===== src/rtl/mips_pipe_pkg.sv =====
// ---------------------------------------------------------------------------
// mips_pipe_pkg
//   Shared definitions for the 5-stage MIPS pipeline control blocks.
//   - FWD_* : encodings of the EX operand-mux select
//       00 register-file value read in ID
//       01 EX/MEM ALU result
//       10 MEM/WB write-back data
//       11 WB-hold register (value written back one cycle earlier)
//   - REG_ZERO   : index of the hard-wired zero register (never forwarded)
//   - pipe_tag_t : destination-register tag carried down the shadow pipeline
// ---------------------------------------------------------------------------
package mips_pipe_pkg;

  localparam int unsigned REG_ADDR_W = 5;
  localparam int unsigned REG_ZERO   = 0;

  localparam logic [1:0] FWD_REGFILE = 2'b00;
  localparam logic [1:0] FWD_EXMEM   = 2'b01;
  localparam logic [1:0] FWD_MEMWB   = 2'b10;
  localparam logic [1:0] FWD_WBHOLD  = 2'b11;

  typedef struct packed {
    logic                  valid;
    logic [REG_ADDR_W-1:0] addr;
    logic                  is_load;
  } pipe_tag_t;

  localparam pipe_tag_t TAG_BUBBLE = '0;

endpackage


===== src/rtl/fwd_src_match.sv =====
// ---------------------------------------------------------------------------
// fwd_src_match
//   Purely combinational priority matcher for one ALU source operand.
//   Compares the source register read in ID against the EX, MEM and WB
//   destination tags and picks the nearest producer.
//
//   Ports:
//     src_i        source register address read by the ID instruction
//     use_i        instruction actually reads this source
//     ex_valid_i   EX tag valid       ex_addr_i   EX tag destination
//     mem_valid_i  MEM tag valid      mem_addr_i  MEM tag destination
//     wb_valid_i   WB tag valid       wb_addr_i   WB tag destination
//     sel_o        operand-mux select to register into EX
//     ex_hit_o     source matches the EX tag (feeds load-use detection)
// ---------------------------------------------------------------------------
module fwd_src_match
  import mips_pipe_pkg::*;
#(
  parameter int unsigned ADDR_W   = REG_ADDR_W,
  parameter int unsigned ZERO_REG = REG_ZERO
) (
  input  logic [ADDR_W-1:0] src_i,
  input  logic              use_i,
  input  logic              ex_valid_i,
  input  logic [ADDR_W-1:0] ex_addr_i,
  input  logic              mem_valid_i,
  input  logic [ADDR_W-1:0] mem_addr_i,
  input  logic              wb_valid_i,
  input  logic [ADDR_W-1:0] wb_addr_i,
  output logic [1:0]        sel_o,
  output logic              ex_hit_o
);

  logic qual;
  logic mem_hit;
  logic wb_hit;

  always_comb begin
    // The zero register always reads as 0 from the register file, so a
    // "write" to it must never be forwarded.
    qual     = use_i && (src_i != ADDR_W'(ZERO_REG));
    ex_hit_o = qual && ex_valid_i  && (ex_addr_i  == src_i);
    mem_hit  = qual && mem_valid_i && (mem_addr_i == src_i);
    wb_hit   = qual && wb_valid_i  && (wb_addr_i  == src_i);

    // Nearest producer wins. The select is registered into EX, so each
    // producer has advanced one stage by the time the consumer uses it.
    if (ex_hit_o) begin
      sel_o = FWD_EXMEM;
    end else if (mem_hit) begin
      sel_o = FWD_MEMWB;
    end else if (wb_hit) begin
      sel_o = FWD_WBHOLD;
    end else begin
      sel_o = FWD_REGFILE;
    end
  end

endmodule


===== src/rtl/ex_forward_ctrl.sv =====
// ---------------------------------------------------------------------------
// ex_forward_ctrl
//   Forwarding and load-use hazard controller for the 5-stage MIPS pipeline.
//   Keeps a shadow pipeline of destination tags (EX, MEM, WB, HOLD) and
//   computes the EX operand-mux selects for the instruction in ID, registering
//   them so they arrive together with that instruction in EX.
//
//   Optional build macro FWD_PERF_EN adds performance counters
//   stall_cnt / fwd_cnt (32-bit, wrapping, cleared by rst_n).
//
//   Ports:
//     clk, rst_n     clock, asynchronous active-low reset
//     hold           global freeze: tags and selects keep their values
//     flush          kill the instruction in ID
//     id_valid       ID holds a real instruction
//     id_rs, id_rt   source registers; id_use_rs / id_use_rt read flags
//     id_wr_en       instruction writes id_wr_addr
//     id_is_load     instruction is a load
//     fwd_sel_a/b    registered EX operand-mux selects
//     stall          combinational load-use stall request
//     stall_cnt      (FWD_PERF_EN) non-held cycles with stall = 1
//     fwd_cnt        (FWD_PERF_EN) count of non-regfile selects registered
//
//   Handshake: there is no valid/ready pair here; the pipeline advances on
//   every edge with hold = 0, and stall tells PC/IF-ID to re-present the
//   same ID instruction on the next cycle while EX receives a bubble.
// ---------------------------------------------------------------------------
module ex_forward_ctrl
  import mips_pipe_pkg::*;
#(
  parameter int unsigned ADDR_W   = REG_ADDR_W,
  parameter int unsigned ZERO_REG = REG_ZERO
) (
  input  logic              clk,
  input  logic              rst_n,
  input  logic              hold,
  input  logic              flush,
  input  logic              id_valid,
  input  logic [ADDR_W-1:0] id_rs,
  input  logic [ADDR_W-1:0] id_rt,
  input  logic              id_use_rs,
  input  logic              id_use_rt,
  input  logic              id_wr_en,
  input  logic [ADDR_W-1:0] id_wr_addr,
  input  logic              id_is_load,
  output logic [1:0]        fwd_sel_a,
  output logic [1:0]        fwd_sel_b,
  output logic              stall
`ifdef FWD_PERF_EN
  ,
  output logic [31:0]       stall_cnt,
  output logic [31:0]       fwd_cnt
`endif
);

  // Shadow tag pipeline
  pipe_tag_t ex_q, mem_q, wb_q, hold_q;
  pipe_tag_t ex_d;

  logic [1:0] fwd_sel_a_q, fwd_sel_a_d;
  logic [1:0] fwd_sel_b_q, fwd_sel_b_d;

  logic [1:0] sel_a_raw, sel_b_raw;
  logic       ex_hit_a, ex_hit_b;
  logic       accept;

  // Per-operand matchers against the tags as they stand this cycle.
  fwd_src_match #(
    .ADDR_W   (ADDR_W),
    .ZERO_REG (ZERO_REG)
  ) u_match_rs (
    .src_i       (id_rs),
    .use_i       (id_use_rs),
    .ex_valid_i  (ex_q.valid),
    .ex_addr_i   (ADDR_W'(ex_q.addr)),
    .mem_valid_i (mem_q.valid),
    .mem_addr_i  (ADDR_W'(mem_q.addr)),
    .wb_valid_i  (wb_q.valid),
    .wb_addr_i   (ADDR_W'(wb_q.addr)),
    .sel_o       (sel_a_raw),
    .ex_hit_o    (ex_hit_a)
  );

  fwd_src_match #(
    .ADDR_W   (ADDR_W),
    .ZERO_REG (ZERO_REG)
  ) u_match_rt (
    .src_i       (id_rt),
    .use_i       (id_use_rt),
    .ex_valid_i  (ex_q.valid),
    .ex_addr_i   (ADDR_W'(ex_q.addr)),
    .mem_valid_i (mem_q.valid),
    .mem_addr_i  (ADDR_W'(mem_q.addr)),
    .wb_valid_i  (wb_q.valid),
    .wb_addr_i   (ADDR_W'(wb_q.addr)),
    .sel_o       (sel_b_raw),
    .ex_hit_o    (ex_hit_b)
  );

  // Load-use: the load's data only exists after MEM, so a consumer directly
  // behind it must wait one cycle. Flush overrides: the consumer is dead.
  always_comb begin
    stall = id_valid && !flush && ex_q.valid && ex_q.is_load &&
            (ex_hit_a || ex_hit_b);
  end

  always_comb begin
    accept      = id_valid && !flush && !stall;
    ex_d        = TAG_BUBBLE;
    fwd_sel_a_d = FWD_REGFILE;
    fwd_sel_b_d = FWD_REGFILE;
    if (accept) begin
      fwd_sel_a_d = sel_a_raw;
      fwd_sel_b_d = sel_b_raw;
      if (id_wr_en) begin
        ex_d.valid   = 1'b1;
        ex_d.addr    = REG_ADDR_W'(id_wr_addr);
        ex_d.is_load = id_is_load;
      end
    end
  end

  always_ff @(posedge clk or negedge rst_n) begin
    if (!rst_n) begin
      ex_q        <= TAG_BUBBLE;
      mem_q       <= TAG_BUBBLE;
      wb_q        <= TAG_BUBBLE;
      hold_q      <= TAG_BUBBLE;
      fwd_sel_a_q <= FWD_REGFILE;
      fwd_sel_b_q <= FWD_REGFILE;
    end else if (!hold) begin
      hold_q      <= wb_q;
      wb_q        <= mem_q;
      mem_q       <= ex_q;
      ex_q        <= ex_d;
      fwd_sel_a_q <= fwd_sel_a_d;
      fwd_sel_b_q <= fwd_sel_b_d;
    end
  end

  assign fwd_sel_a = fwd_sel_a_q;
  assign fwd_sel_b = fwd_sel_b_q;

  // HOLD mirrors the datapath's WB-hold register; it is never matched in ID
  // because the register file already returns that value. The load flag is
  // only meaningful in EX.
  logic unused_tag_bits;
  assign unused_tag_bits = ^{hold_q, mem_q.is_load, wb_q.is_load};

`ifdef FWD_PERF_EN
  logic [31:0] stall_cnt_q, stall_cnt_d;
  logic [31:0] fwd_cnt_q, fwd_cnt_d;
  logic [1:0]  fwd_inc;

  always_comb begin
    fwd_inc     = {1'b0, (fwd_sel_a_d != FWD_REGFILE)} +
                  {1'b0, (fwd_sel_b_d != FWD_REGFILE)};
    stall_cnt_d = stall_cnt_q + {31'd0, stall};
    fwd_cnt_d   = fwd_cnt_q + {30'd0, fwd_inc};
  end

  always_ff @(posedge clk or negedge rst_n) begin
    if (!rst_n) begin
      stall_cnt_q <= '0;
      fwd_cnt_q   <= '0;
    end else if (!hold) begin
      stall_cnt_q <= stall_cnt_d;
      fwd_cnt_q   <= fwd_cnt_d;
    end
  end

  assign stall_cnt = stall_cnt_q;
  assign fwd_cnt   = fwd_cnt_q;
`endif

endmodule

===== config.mk =====
export PLATFORM = sky130hd
export DESIGN_NAME = ex_forward_ctrl
export DESIGN_NICKNAME = d
export VERILOG_FILES = /design/src/rtl/mips_pipe_pkg.sv /design/src/rtl/fwd_src_match.sv /design/src/rtl/ex_forward_ctrl.sv
export SDC_FILE = /design/constraint.sdc
export NUM_CORES = 1
export LEC_CHECK = 0
export ABC_CLOCK_PERIOD_IN_PS = 2500
export CORE_ASPECT_RATIO = 0.75
export CORE_MARGIN = 8
export CORE_UTILIZATION = 50
export CTS_CLUSTER_DIAMETER = 60
export CTS_CLUSTER_SIZE = 8
export DETAILED_ROUTE_END_ITERATION = 6
export GPL_ROUTABILITY_DRIVEN = 1
export PLACE_DENSITY = 0.8
export SLEW_MARGIN = 0
export SYNTH_ARGS = -nofsm -noshare
export SYNTH_HDL_FRONTEND = slang
export SYNTH_SLANG_ARGS = --single-unit
export TNS_END_PERCENT = 30

===== constraint.sdc =====
create_clock -name clk -period 2.5 [get_ports clk]
set_input_delay 0.5 -clock clk [delete_from_list [all_inputs] [get_ports clk]]
set_output_delay 0.5 -clock clk [all_outputs]
set_load 0.02 [all_outputs]

* Word-level counts from Yosys, hierarchy flattened *
Cells that the tools add are included.

word-level totals
  output and inout port bits = 5
  word-level logic and storage cells = 49
  bits of input ports = 24
  register bits after elaboration = 23

cells by class
  reduce and logical (&&, ||, !) cells = 24
  eq/ne operators = 6
  mux-type cells = 10

operators by type and width
  cell               count
  $eq 5x5->1         6
  $logic_and 1x1->1  19
  $mux 2             8
  $mux 7             2
  $reduce_bool 5->1  2
  $logic_not 1->1    2
  $logic_or 1x1->1   1

* Logic depth before layout (Yosys ltp) *
  depth in word-level cells = 9
  depth in mapped cells = 6
  mapped depth without buffers = 5

* By module *
From an unflattened synthesis, not the netlist that was laid out.

second synthesis, totals
  cells, all modules = 132
  area, all modules = 1458.9 µm²

by module, submodules not included
  module           sequential area each (µm²)  cells each  area each (µm²)  instances
  ex_forward_ctrl  575.6                       76          1021.0           1
  fwd_src_match    0.0                         28          219.0            2

* Worst setup path before layout *
OpenSTA, ideal clock, no wires.

  kind = input-to-output
  from = input id_rs[0]
  to = output stall
  arrival time = 1.683 ns
  path buffers = 0
  cell stages on the path = 5
  slack = 0.317 ns
  path through = or4_1 o21ai_1 nand4b_1 a21oi_2 and3b_1

between the ends
  cells in the longest elaborated chain, start to end = 6

ends and longest elaborated chain
  element              line                    text
  start: declaration   ex_forward_ctrl.sv:39   input logic [ADDR_W-1:0] id_rs,
  $reduce_bool 5->1    fwd_src_match.sv:41     qual = use_i && (src_i != ADDR_W'(ZERO_REG));
  $logic_and 1x1->1    fwd_src_match.sv:41
  $logic_and 1x1->1    fwd_src_match.sv:42     ex_hit_o = qual && ex_valid_i && (ex_addr_i == src_i);
  $logic_and 1x1->1 *  fwd_src_match.sv:42
  $logic_or 1x1->1 *   ex_forward_ctrl.sv:104  (ex_hit_a || ex_hit_b);
  $logic_and 1x1->1 *  ex_forward_ctrl.sv:103  stall = id_valid && !flush && ex_q.valid && ex_q.is_load &&
  end: declaration     ex_forward_ctrl.sv:48   output logic stall

Every way passes the cells marked *; elsewhere a longest branch is shown, timed or not.

* Final worst setup path *
  from = input id_rt[1]
  to = output stall

between the ends
  cells in the longest elaborated chain, start to end = 6

ends and longest elaborated chain
  element              line                    text
  start: declaration   ex_forward_ctrl.sv:40   input logic [ADDR_W-1:0] id_rt,
  $reduce_bool 5->1    fwd_src_match.sv:41
  $logic_and 1x1->1    fwd_src_match.sv:41
  $logic_and 1x1->1    fwd_src_match.sv:42
  $logic_and 1x1->1 *  fwd_src_match.sv:42
  $logic_or 1x1->1 *   ex_forward_ctrl.sv:104
  $logic_and 1x1->1 *  ex_forward_ctrl.sv:103

Marks and branches as above.

==> impl_summary.txt <==
----------------------------------------------------
[Status]
  Result of the run ... finished, violations left
  Violated checks ... negative setup slack

[Timing]
  Final hold violation count ... 0
  Least setup slack across all paths after layout ... -19.9 ps
  # setup viols final ... 1
  Unrepaired setup endpoints after global routing ... true
  Max-slew violations ... 0
  Tightest slew margin relative to the limit ... 78.5%
  Final worst clock skew ... 7.68 ps
  Share of the clock period used by the worst path ... 101%
  Final period demand of the worst path ... 2520 ps
  Highest Clock Rate ... slightly below 400 MHz
  Worst Max-Slew Pin Slew ... about 320 ps

[Power]
  Post-layout total power ... around 0.75 mW
  Maximum resistive drop on vdd ... about 0.34 mV
  Static leakage ... around 0.81 nW
  Power per cell area ... around 400 mW/mm^2

[Worst setup path]
  Kind of end point of the critical path ... primary output
  Stage delay of the slowest cell on the critical path ... 510 ps
  Critical path cell sequence ... dlygate4sd2_1, or4_4, o21ai_4, nand4b_1, a21oi_2, and3b_1, buf_6
  CP Buf/Inv Count ... 2
  Critical path required time ... 2000 ps
  Signal arrival time at the worst endpoint ... between 2000 and 2500 ps
  Max stage delay cell, worst path ... sky130_fd_sc_hd__or4_4
  Maximum fanout along the worst path ... 3
  Family of cells with the greatest summed delay on the critical path ... simple AND/OR/NAND/NOR gates
  Worst Path Class, Setup ... in2out
  Critical path launch point type ... input pin

[Clocking]
  CTS tree ... built
  Clock sinks ... 23
  CTS Root Cell ... sky130_fd_sc_hd__clkbuf_4
  Total number of H-tree levels ... 1
  Hold bufs inserted after CTS ... 0
  Cts bufs inserted ... 3
  Maximum count of clock buffers along a single path ... 2
  Later-pin clock latency in the skew report ... between 300 and 400 ps
  Reg clk slew, reported paths ... roughly 130 ps

[Synthesis]
  Share of the yosys chip area belonging to registers ... 42.4%
  Net Count, Synth ... about 150
  Warnings, synthesis ... 0
  Proportion of synthesized flip-flops having asynchronous set or reset ... between 90% and 100%
  Synth Area per Inst ... ~11 um^2
  Top cell types by occurrence after synthesis ... 23 x sky130_fd_sc_hd__dfrtp_1, 21 x sky130_fd_sc_hd__nand2_1, 18 x sky130_fd_sc_hd__xnor2_1, 12 x sky130_fd_sc_hd__mux2_2, 12 x sky130_fd_sc_hd__xor2_1
  Yosys cell types ... 25
  Main flop type after synthesis ... sky130_fd_sc_hd__dfrtp_1
  Synth top area share ... a little over two fifths
  Cell type contributing the most total cell area after synthesis ... sky130_fd_sc_hd__dfrtp_1
  Top cells by area in the synthesized netlist ... sky130_fd_sc_hd__dfrtp_1 42%, sky130_fd_sc_hd__xnor2_1 12%, sky130_fd_sc_hd__mux2_2 9.9%
  Number of instances in the synthesized netlist ... about 130
  Post-synthesis cell area ... ~0.0014 mm^2
  FF+latch count, synth ... 23
  Post-synth EDFFs ... 0
  Most frequently used cell type in the post-synthesis netlist ... sky130_fd_sc_hd__dfrtp_1

[Cells and area]
  Layout overhead on the synthesized area ... 37.0%
  Final design instance area without fill ... between 0.0015 and 0.002 mm^2
  Ant. Diodes ... 0
  End-of-flow core utilization ... approximately 72%
  Post-layout nets ... 201
  Layout cell share with drive strength beyond 1 ... about 29%

[Job]
  Number of maximum-capacitance constraint violations ... 0

[Global route]
  Maximum number of pins on one net before global-route repair ... 24
  Busiest layer in global routing ... met2
  Global routing met1 resource utilization ... 18.7%
  Initial antenna violation count ... 0
  Global-route wire length before repair ... roughly 6000 um
  All-layer global routing usage ... ~16%
  Vias in the first global route ... between 1,000 and 1,500
  Total overflow reported by the global router ... 0
  Grt met2 use ... about 30%
  Met3 usage in global routing ... 4.96%

[Route]
  Detailed Routing Iterations Pass 1 ... 4
  Via density per instance ... 5.59
  Remaining number of nets flagged by the antenna check after routing ... 0
  Starting DRC count in detailed routing ... 63
  Vias ... about 1,200
  Wire per inst ... 16.8 um
  DRC Markers ... 0
  WL final ... between 3000 and 4000 um

[Die]
  I/O pin count ... 29
  Effective utilization at floorplan ... between 50 and 60%
  Width of the die ... 76.2 um
  Cell row count ... 16
  Area of the core ... about 0.0026 mm^2
  Area of the die ... ~0.0047 mm^2
  Height of the chip ... just over 60 um

[Hold path]
  Worst hold path class ... reg2reg

[Place]
  Detailed placer's ending HPWL ... 2780 um
  Count of input and output buffers ... 28
  Routability congestion estimate ... between 0.9 and 1
  Placed standard-cell area ... 0.00179 mm^2

----------------------------------------------------
placed cells by master, fill, tap and decap left out, drive strengths merged:
| cell type | instances |
|---|---|
| clkdlybuf4s50 | 18 |
| clkbuf | 3 |
| and3b | 1 |
| clkdlybuf4s15 | 4 |
| nand4 | 3 |
| nor4 | 3 |
| nand2 | 21 |
| xor2 | 12 |
| a21oi | 1 |
| clkinv | 1 |
| o21ai | 4 |
| dfrtp | 23 |
| or4 | 2 |
| nor3 | 3 |
| inv | 1 |
| o31ai | 11 |
| buf | 24 |
| and4b | 1 |
| mux2 | 12 |
| or3b | 1 |
| o41a | 1 |
| dlygate4sd2 | 4 |
| nand4b | 3 |
| a21boi | 1 |
| xnor2 | 18 |
worst min-delay path: cells and delay by family, from the launching register on:
| family | cells | cell delay, ps |
|---|---|---|
| compound gates | 1 | 60 |
| flops | 1 | 370 |
| simple gates | 1 | 60 |
final cells by class:
class / count / area, um^2
Timing Repair Buffer: 50 / 442
Clock buffer: 3 / 22.5
Clock inverter: 1 / 5.00
Tap cell: 36 / 45.0
Sequential cell: 23 / 577
Inverter: 1 / 3.75
Multi-Input combinational cell: 98 / 767
Fill cell: 207 / 741
final timing paths:
path                                            end  cells after the start  slack (ps)                      from
max                                           stall                      7         -20                  id_rt[1]
min                        fwd_sel_b[1]$_DFFE_PN0N_                      2         500  fwd_sel_b[1]$_DFFE_PN0N_
max reg2reg                     ex_q[0]$_DFFE_PN0N_                      6         750       ex_q[5]$_DFFE_PN0N_
min reg2reg                fwd_sel_b[1]$_DFFE_PN0N_                      2         500  fwd_sel_b[1]$_DFFE_PN0N_
max in group asynchronous       ex_q[5]$_DFFE_PN0N_                      2        1730                     rst_n
min in group asynchronous       wb_q[2]$_DFFE_PN0N_                      2         510                     rst_n
per-stage QoR:
stage	hold slack (ps)	std cells	setup TNS (ps)	setup slack [ps]
floorplan	204	127	0	317
global placement	470	204	-653	-643
detailed placement	478	204	-1090	-732
CTS	509	211	-7.55	-7.55
global route	529	212	-88.8	-88.8
finish	504	212	-19.9	-19.9
flip-flops by register name, summed over array words and instances, names as in the netlist:
register,flops
mem_q,6
fwd_sel_b,2
fwd_sel_a,2
wb_q,6
ex_q,7
cells by family after synthesis:
logic type / after synthesis / share of synthesized area, %
simple gates: 38 / 15.0
xor+xnor: 30 / 19.3
flops: 23 / 42.4
compound gates: 18 / 11.1
mux: 12 / 9.94
buf+inv: 6 / 2.21
power breakdown:
part / switching, mW / leakage, nW / internal [mW]
clock network: 0.117 / 0.0177 / 0.0600
registers: 0.0211 / 0.314 / 0.387
logic: 0.0686 / 0.480 / 0.0921
total: 0.207 / 0.812 / 0.540
timing repair:
item / in CTS / in global routing
pin swaps: 12 / 2
endpoints found under the setup margin: 1 / 1
resized for setup: 27 / 1
buffers inserted: 3 / 1
metal layers:
metal	wire length, um	up-vias	part of all wire, %
met5	0	-	0
met4	38	0	1.1
met3	219	7	6.1
met2	1770	40	50
met1	1540	585	43
li1	-	553	-
Note: power is estimated with default switching activity, not from simulation.
==> RTL edit 1 (config.mk and constraints unchanged) <==
The option `FWD_PERF_EN` is turned on by a define.
--- a/src/rtl/ex_forward_ctrl.sv
+++ b/src/rtl/ex_forward_ctrl.sv
@@ -25,6 +25,8 @@
 //   every edge with hold = 0, and stall tells PC/IF-ID to re-present the
 //   same ID instruction on the next cycle while EX receives a bubble.
 // ---------------------------------------------------------------------------
+`define FWD_PERF_EN
+
 module ex_forward_ctrl
   import mips_pipe_pkg::*;
 #(
Behaviour (old outputs only; new: fwd_cnt and stall_cnt): unchanged (Yosys induction, for registers that start in step).
==> RTL edit 1 against the unedited design <==
- the run still ends with negative setup slack left
- routed wire length rose to 3.0 times the old value
- worst setup slack got worse by 0.55 ns
- sequential power rose to 3.5 times the old value
- synthesized area rose to 3.0 times the old value
- sequential cell count grew 64
- final area rose to 3.3 times the old value
- final cell count rose to 3.0 times the old value
- clock skew shrank 0.0010 ns
- total power increased to 3.4 times the old value
- critical path type is now input pin to flop
- critical endpoint is now fwd_cnt[25]$_DFFE_PN0N_
- largest cell class unchanged
==> RTL edit 1: results (changes against the unedited design) <==
| Metric | Value |
|---|---|
| Xor and xnor fraction of the mapped netlist area | 19.1% (was 19.3%) |
| Largest net degree at the start of global routing | 37 (was 24) |
| Vias in the first global route | 3512 (was 1287) |
| Dpl cells | 601 (was 204) |
| First-pass GRT wire length | 17200 um (was 6050 um) |
| Max FO, Critical Path | 5 (was 3) |
| Status | complete, but fails checks (unchanged) |
| Max incr delay on CP | 0.53 ns (was 0.51 ns) |
| Async set-or-reset flop fraction in the synthesized netlist | 100% (unchanged) |
| HP Class | input pin to async pin (was flop to flop) |
| Flop2flop setup slack | -0.38 ns (was 0.75 ns) |
| Final wirelength | 10600 um (was 3570 um) |
| Complex-gate fraction of the synthesized area | 3.89% (was 11.1%) |
| Most instantiated cells after synthesis | dfrtp_1 (87), xnor2_1 (72), nand2_1 (30) (was dfrtp_1 (23), nand2_1 (21), xnor2_1 (18)) |
| Clock Latency Late Sink | 0.35 ns (was 0.32 ns) |
| Final Non-Filler Cells | 631 (was 212) |
| Gr usage total | 18.8% (was 16.3%) |
| Peak VDD IR | 0.350 mV (was 0.335 mV) |
| Worst EP arrival | 3.32 ns (was 2.02 ns) |
| Reg-to-reg critical path startpoint | mem_q[1]$_DFFE_PN0N_ (was ex_q[5]$_DFFE_PN0N_) |
| P_int | 1920 uW (was 540 uW) |
| Clock-pin transition on the worst setup and hold timing paths | 0.09 ns (was 0.13 ns) |
| Final WS setup | -0.574 ns (was -0.0199 ns) |
| Area contributors post-synth | dfrtp_1 (53%), xnor2_1 (15%), mux2_2 (4.1%) (was dfrtp_1 (42%), xnor2_1 (12%), mux2_2 (9.9%)) |
| Layout Nets | 549 (was 201) |
| Leakage | 0.00276 uW (was 0.000812 uW) |
| Distinct cells, synth | 37 (was 25) |
| Post-synth net total | 385 (was 151) |
| Mapped Cells | 357 (was 127) |
| CTS buffer count | 9 (was 3) |
| Sequential element share of the synthesized area | 52.9% (was 42.4%) |
| Final Setup Violations | 53 (was 1) |
| Least-Margin Pin Slew | 0.663 ns (was 0.320 ns) |
| Initial DRC Count | 171 (was 63) |
| Layout fillers | 503 (was 207) |
| CP endpoint | fwd_cnt[25]$_DFFE_PN0N_ (was stall) |
| Final setup skew | 0.00665 ns (was 0.00768 ns) |
| Antenna-violating nets left | 0 (unchanged) |
| Adder-cell share of the synthesized area | 1.40% (was 0%) |
| H-Tree Level Count | 3 (was 1) |
| Violated checks | negative setup slack (unchanged) |
| Pre-CTS WS | -1.39 ns (was -0.732 ns) |
| R2R depth | 12 (was 6) |
| Gpl congestion | 0.866 (was 0.915) |
| Placed Area | 5620 um^2 (was 1790 um^2) |
| Layout cells sized above 1 | 31.9% (was 29.0%) |
| Via count | 3321 (was 1185) |
| IO buf count | 92 (was 28) |
-- RTL edit 1: cell types whose count changed in the layout (fill, tap and decap cells not counted), sizes merged, moves of 12 or more --
cell / before / now
clkdlybuf4s50: 18 / 80
dfrtp: 23 / 87
nand3: 0 / 25
nor2: 0 / 12
xnor2: 18 / 72
and3: 0 / 12
buf: 24 / 77
-- RTL edit 1: worst reg2reg max path, cell delays in order (launching register included) --
cell,delay (ns)
dfrtp_1,0.40
xor2_1,0.15
nor4_1,0.34
nand4b_1,0.20
nand2b_1,0.17
o21ai_2,0.08
fa_2,0.38
nand2b_4,0.17
nor3_4,0.14
and3_4,0.22
and4_4,0.27
nand4_1,0.12
xnor2_1,0.14
-- RTL edit 1: power groups by stage --
stage               Sequential, uW  Combinational, uW  Clock (uW)
floorplan                     1480               89.1           0
global placement              1470                231           0
detailed placement            1470                235           0
CTS                           1450                239         880
global route                  1450                264         948
finish                        1450                243         858
-- RTL edit 1: how the worst min path moves through the flow --
stage	slack (ns)	from	endpoint	depth (start not counted)
after floorplan	0.20	rst_n	ex_q[0]$_DFFE_PN0N_	0
after global placement	0.46	stall_cnt[31]$_DFFE_PN0N_	stall_cnt[31]$_DFFE_PN0N_	1
after detailed placement	0.46	stall_cnt[31]$_DFFE_PN0N_	stall_cnt[31]$_DFFE_PN0N_	1
after CTS	0.11	rst_n	fwd_sel_a[1]$_DFFE_PN0N_	1
after global routing	0.12	rst_n	fwd_sel_a[0]$_DFFE_PN0N_	1
final	0.10	rst_n	fwd_sel_a[0]$_DFFE_PN0N_	1
-- RTL edit 1: final cells by class --
| class | count | area [um^2] | share of cell area [%] |
|---|---|---|---|
| clock buffers | 9 | 124 | 2.00 |
| clock inverters | 7 | 47.5 | 0.769 |
| inverters | 5 | 18.8 | 0.304 |
| multi-input cells | 257 | 2200 | 35.6 |
| flip-flops and latches | 87 | 2180 | 35.2 |
| well taps | 105 | 131 | 2.13 |
| repair buffers | 161 | 1480 | 23.9 |
-- RTL edit 1: layer usage --
| layer | vias to the layer above | global-route usage (%) | share of wire, % |
|---|---|---|---|
| li1 | 1561 | - | - |
| met2 | 83 | 32.0 | 50 |
| met4 | 0 | 5.80 | 1.2 |
| met1 | 1665 | 22.9 | 43 |
| met3 | 12 | 5.25 | 6.2 |
| met5 | - | 0 | 0 |
-- RTL edit 1: timing repair --
action,in CTS,in global routing
gates resized for setup,84,26
setup endpoints to repair,65,59
setup buffers,16,2
pin swaps,30,21
==> RTL edit 2 (config.mk and constraints unchanged) <==
Made on the original files. The package constant `REG_ADDR_W` goes from 5 to 3.
--- a/src/rtl/mips_pipe_pkg.sv
+++ b/src/rtl/mips_pipe_pkg.sv
@@ -11,7 +11,7 @@
 // ---------------------------------------------------------------------------
 package mips_pipe_pkg;
 
-  localparam int unsigned REG_ADDR_W = 5;
+  localparam int unsigned REG_ADDR_W = 3;
   localparam int unsigned REG_ZERO   = 0;
 
   localparam logic [1:0] FWD_REGFILE = 2'b00;
Interface: changed (resized id_rs, id_rt and id_wr_addr); port bits go from 29 to 23. No check against the original RTL was run, so the function may have changed too.
==> RTL edit 2 against the unedited design <==
- fmax rose by 9.7%
- sequential cell count decreased by 6
- worst setup slack better by 0.22 ns
- synthesized area down 28%
- final area is 29% lower
- routed wire length is 34% lower
- total power is 26% lower
- non-clock buffer count decreased by 16
- via count shrank 32%
- core utilization decreased by 2.8 points
- first-iteration DRC count fell by 81%
- global-route usage down 2.6 points
- clock power shrank 19%
- sequential share of layout area is 1.1 points higher
- critical path type unchanged
==> RTL edit 2: results (changes against the unedited design) <==
| Metric | Value |
|---|---|
| Max FO, Critical Path | 3 (unchanged) |
| Layout fillers | 161 (was 207) |
| Vias in the first global route | 822 (was 1287) |
| Met2 Use GR | 24.1% (was 29.6%) |
| Sequential share of power | 54.4% (was 54.8%) |
| Largest net degree at the start of global routing | 18 (was 24) |
| Main synth FF type | dfrtp_1 (unchanged) |
| Gpl congestion | 0.767 (was 0.915) |
| Peak VDD IR | 0.319 mV (was 0.335 mV) |
| Post-synth net total | 101 (was 151) |
| Worst EP arrival | 1.80 ns (was 2.02 ns) |
| Flop2flop setup slack | 0.81 ns (was 0.75 ns) |
| First-pass GRT wire length | 3780 um (was 6050 um) |
| Leakage | 0.000562 uW (was 0.000812 uW) |
| IO buf count | 22 (was 28) |
| Clock-pin transition on the worst setup and hold timing paths | 0.10 ns (was 0.13 ns) |
| Met3 usage | 6.13% (was 4.96%) |
| Global-route met1 utilization | 14.8% (was 18.7%) |
| Met3 WL post-DR | 187 um (was 219 um) |
| Sw frac | 25.6% (was 27.7%) |
| Net Sw Power | 141 uW (was 207 uW) |
| Status | completed (was complete, but fails checks) |
| Clock Latency Late Sink | 0.29 ns (was 0.32 ns) |
| Hold_ws | 0.516 ns (was 0.504 ns) |
| Met2 wire length | 1140 um (was 1770 um) |
| Fmax | 435 MHz (was 397 MHz) |
| Slew headroom | 49.7% (was 78.5%) |
| Area contributors post-synth | dfrtp_1 (44%), xnor2_1 (14%), mux2_2 (9.2%) (was dfrtp_1 (42%), xnor2_1 (12%), mux2_2 (9.9%)) |
| Layout Nets | 137 (was 201) |
| Most instantiated cells after synthesis | dfrtp_1 (17), xnor2_1 (16), mux2_2 (8) (was dfrtp_1 (23), nand2_1 (21), xnor2_1 (18)) |
| Placed Area | 1300 um^2 (was 1790 um^2) |
| M1 WL | 997 um (was 1540 um) |
| Post-CTS Setup Inserts | 0 (was 3) |
| Logic pwr share | 19.5% (was 21.5%) |
| Via count | 808 (was 1185) |
| Layout cells sized above 1 | 27.1% (was 29.0%) |
| Routed WL per cell | 16.5 um (was 16.8 um) |
| Distinct cells, synth | 30 (was 25) |
| Sequential element share of the synthesized area | 43.6% (was 42.4%) |
| Pre-CTS WS | -0.238 ns (was -0.732 ns) |
| Synthesized area per cell | 11.8 um^2 (was 10.7 um^2) |
==> RTL edit 2: final cells by class <==
type,count,area (um^2),area share (%)
multi-input combinational,63,537,40.5
sequential,17,425,32.1
timing repair buffer,34,305,23.0
tap,24,30.0,2.27
clock buffer,3,22.5,1.70
clock inverter,1,5.00,0.378
==> RTL edit 2: critical path, stage by stage <==
cell and delay, ns:
clkdlybuf4s50_1 0.50, nand2b_1 0.12, nand3_1 0.10, nor3_2 0.22
nand2_1 0.07, o21ai_0 0.08, clkbuf_2 0.20
==> RTL edit 2: worst paths after layout <==
check | start | endpoint | cells after the start
min | fwd_sel_a[1]$_DFFE_PN0N_ | fwd_sel_a[1]$_DFFE_PN0N_ | 1
min in group asynchronous | rst_n | fwd_sel_b[1]$_DFFE_PN0N_ | 1
max in group asynchronous | rst_n | ex_q[1]$_DFFE_PN0N_ | 1
max | id_rs[0] | stall | 7
min reg2reg | fwd_sel_a[1]$_DFFE_PN0N_ | fwd_sel_a[1]$_DFFE_PN0N_ | 1
max reg2reg | ex_q[2]$_DFFE_PN0N_ | fwd_sel_b[1]$_DFFE_PN0N_ | 6
==> RTL edit 2: kinds of logic (layout without fill, tap and decap cells) <==
| family | Yosys count | count (layout) | share of synthesized area (%) |
|---|---|---|---|
| xor gates and xnor gates | 17 | 17 | 15.3 |
| DFF | 17 | 17 | 43.6 |
| and+or+nand+nor | 19 | 19 | 12.6 |
| buffers and inverters | 3 | 38 | 1.41 |
| AOI/OAI and AO/OA | 19 | 19 | 17.9 |
| muxes | 8 | 8 | 9.23 |
==> RTL edit 2: repair_timing <==
action,4_1_cts,5_1_grt
endpoints found under the hold margin,0,0
setup endpoints to repair,1,1
resized for setup,1,3
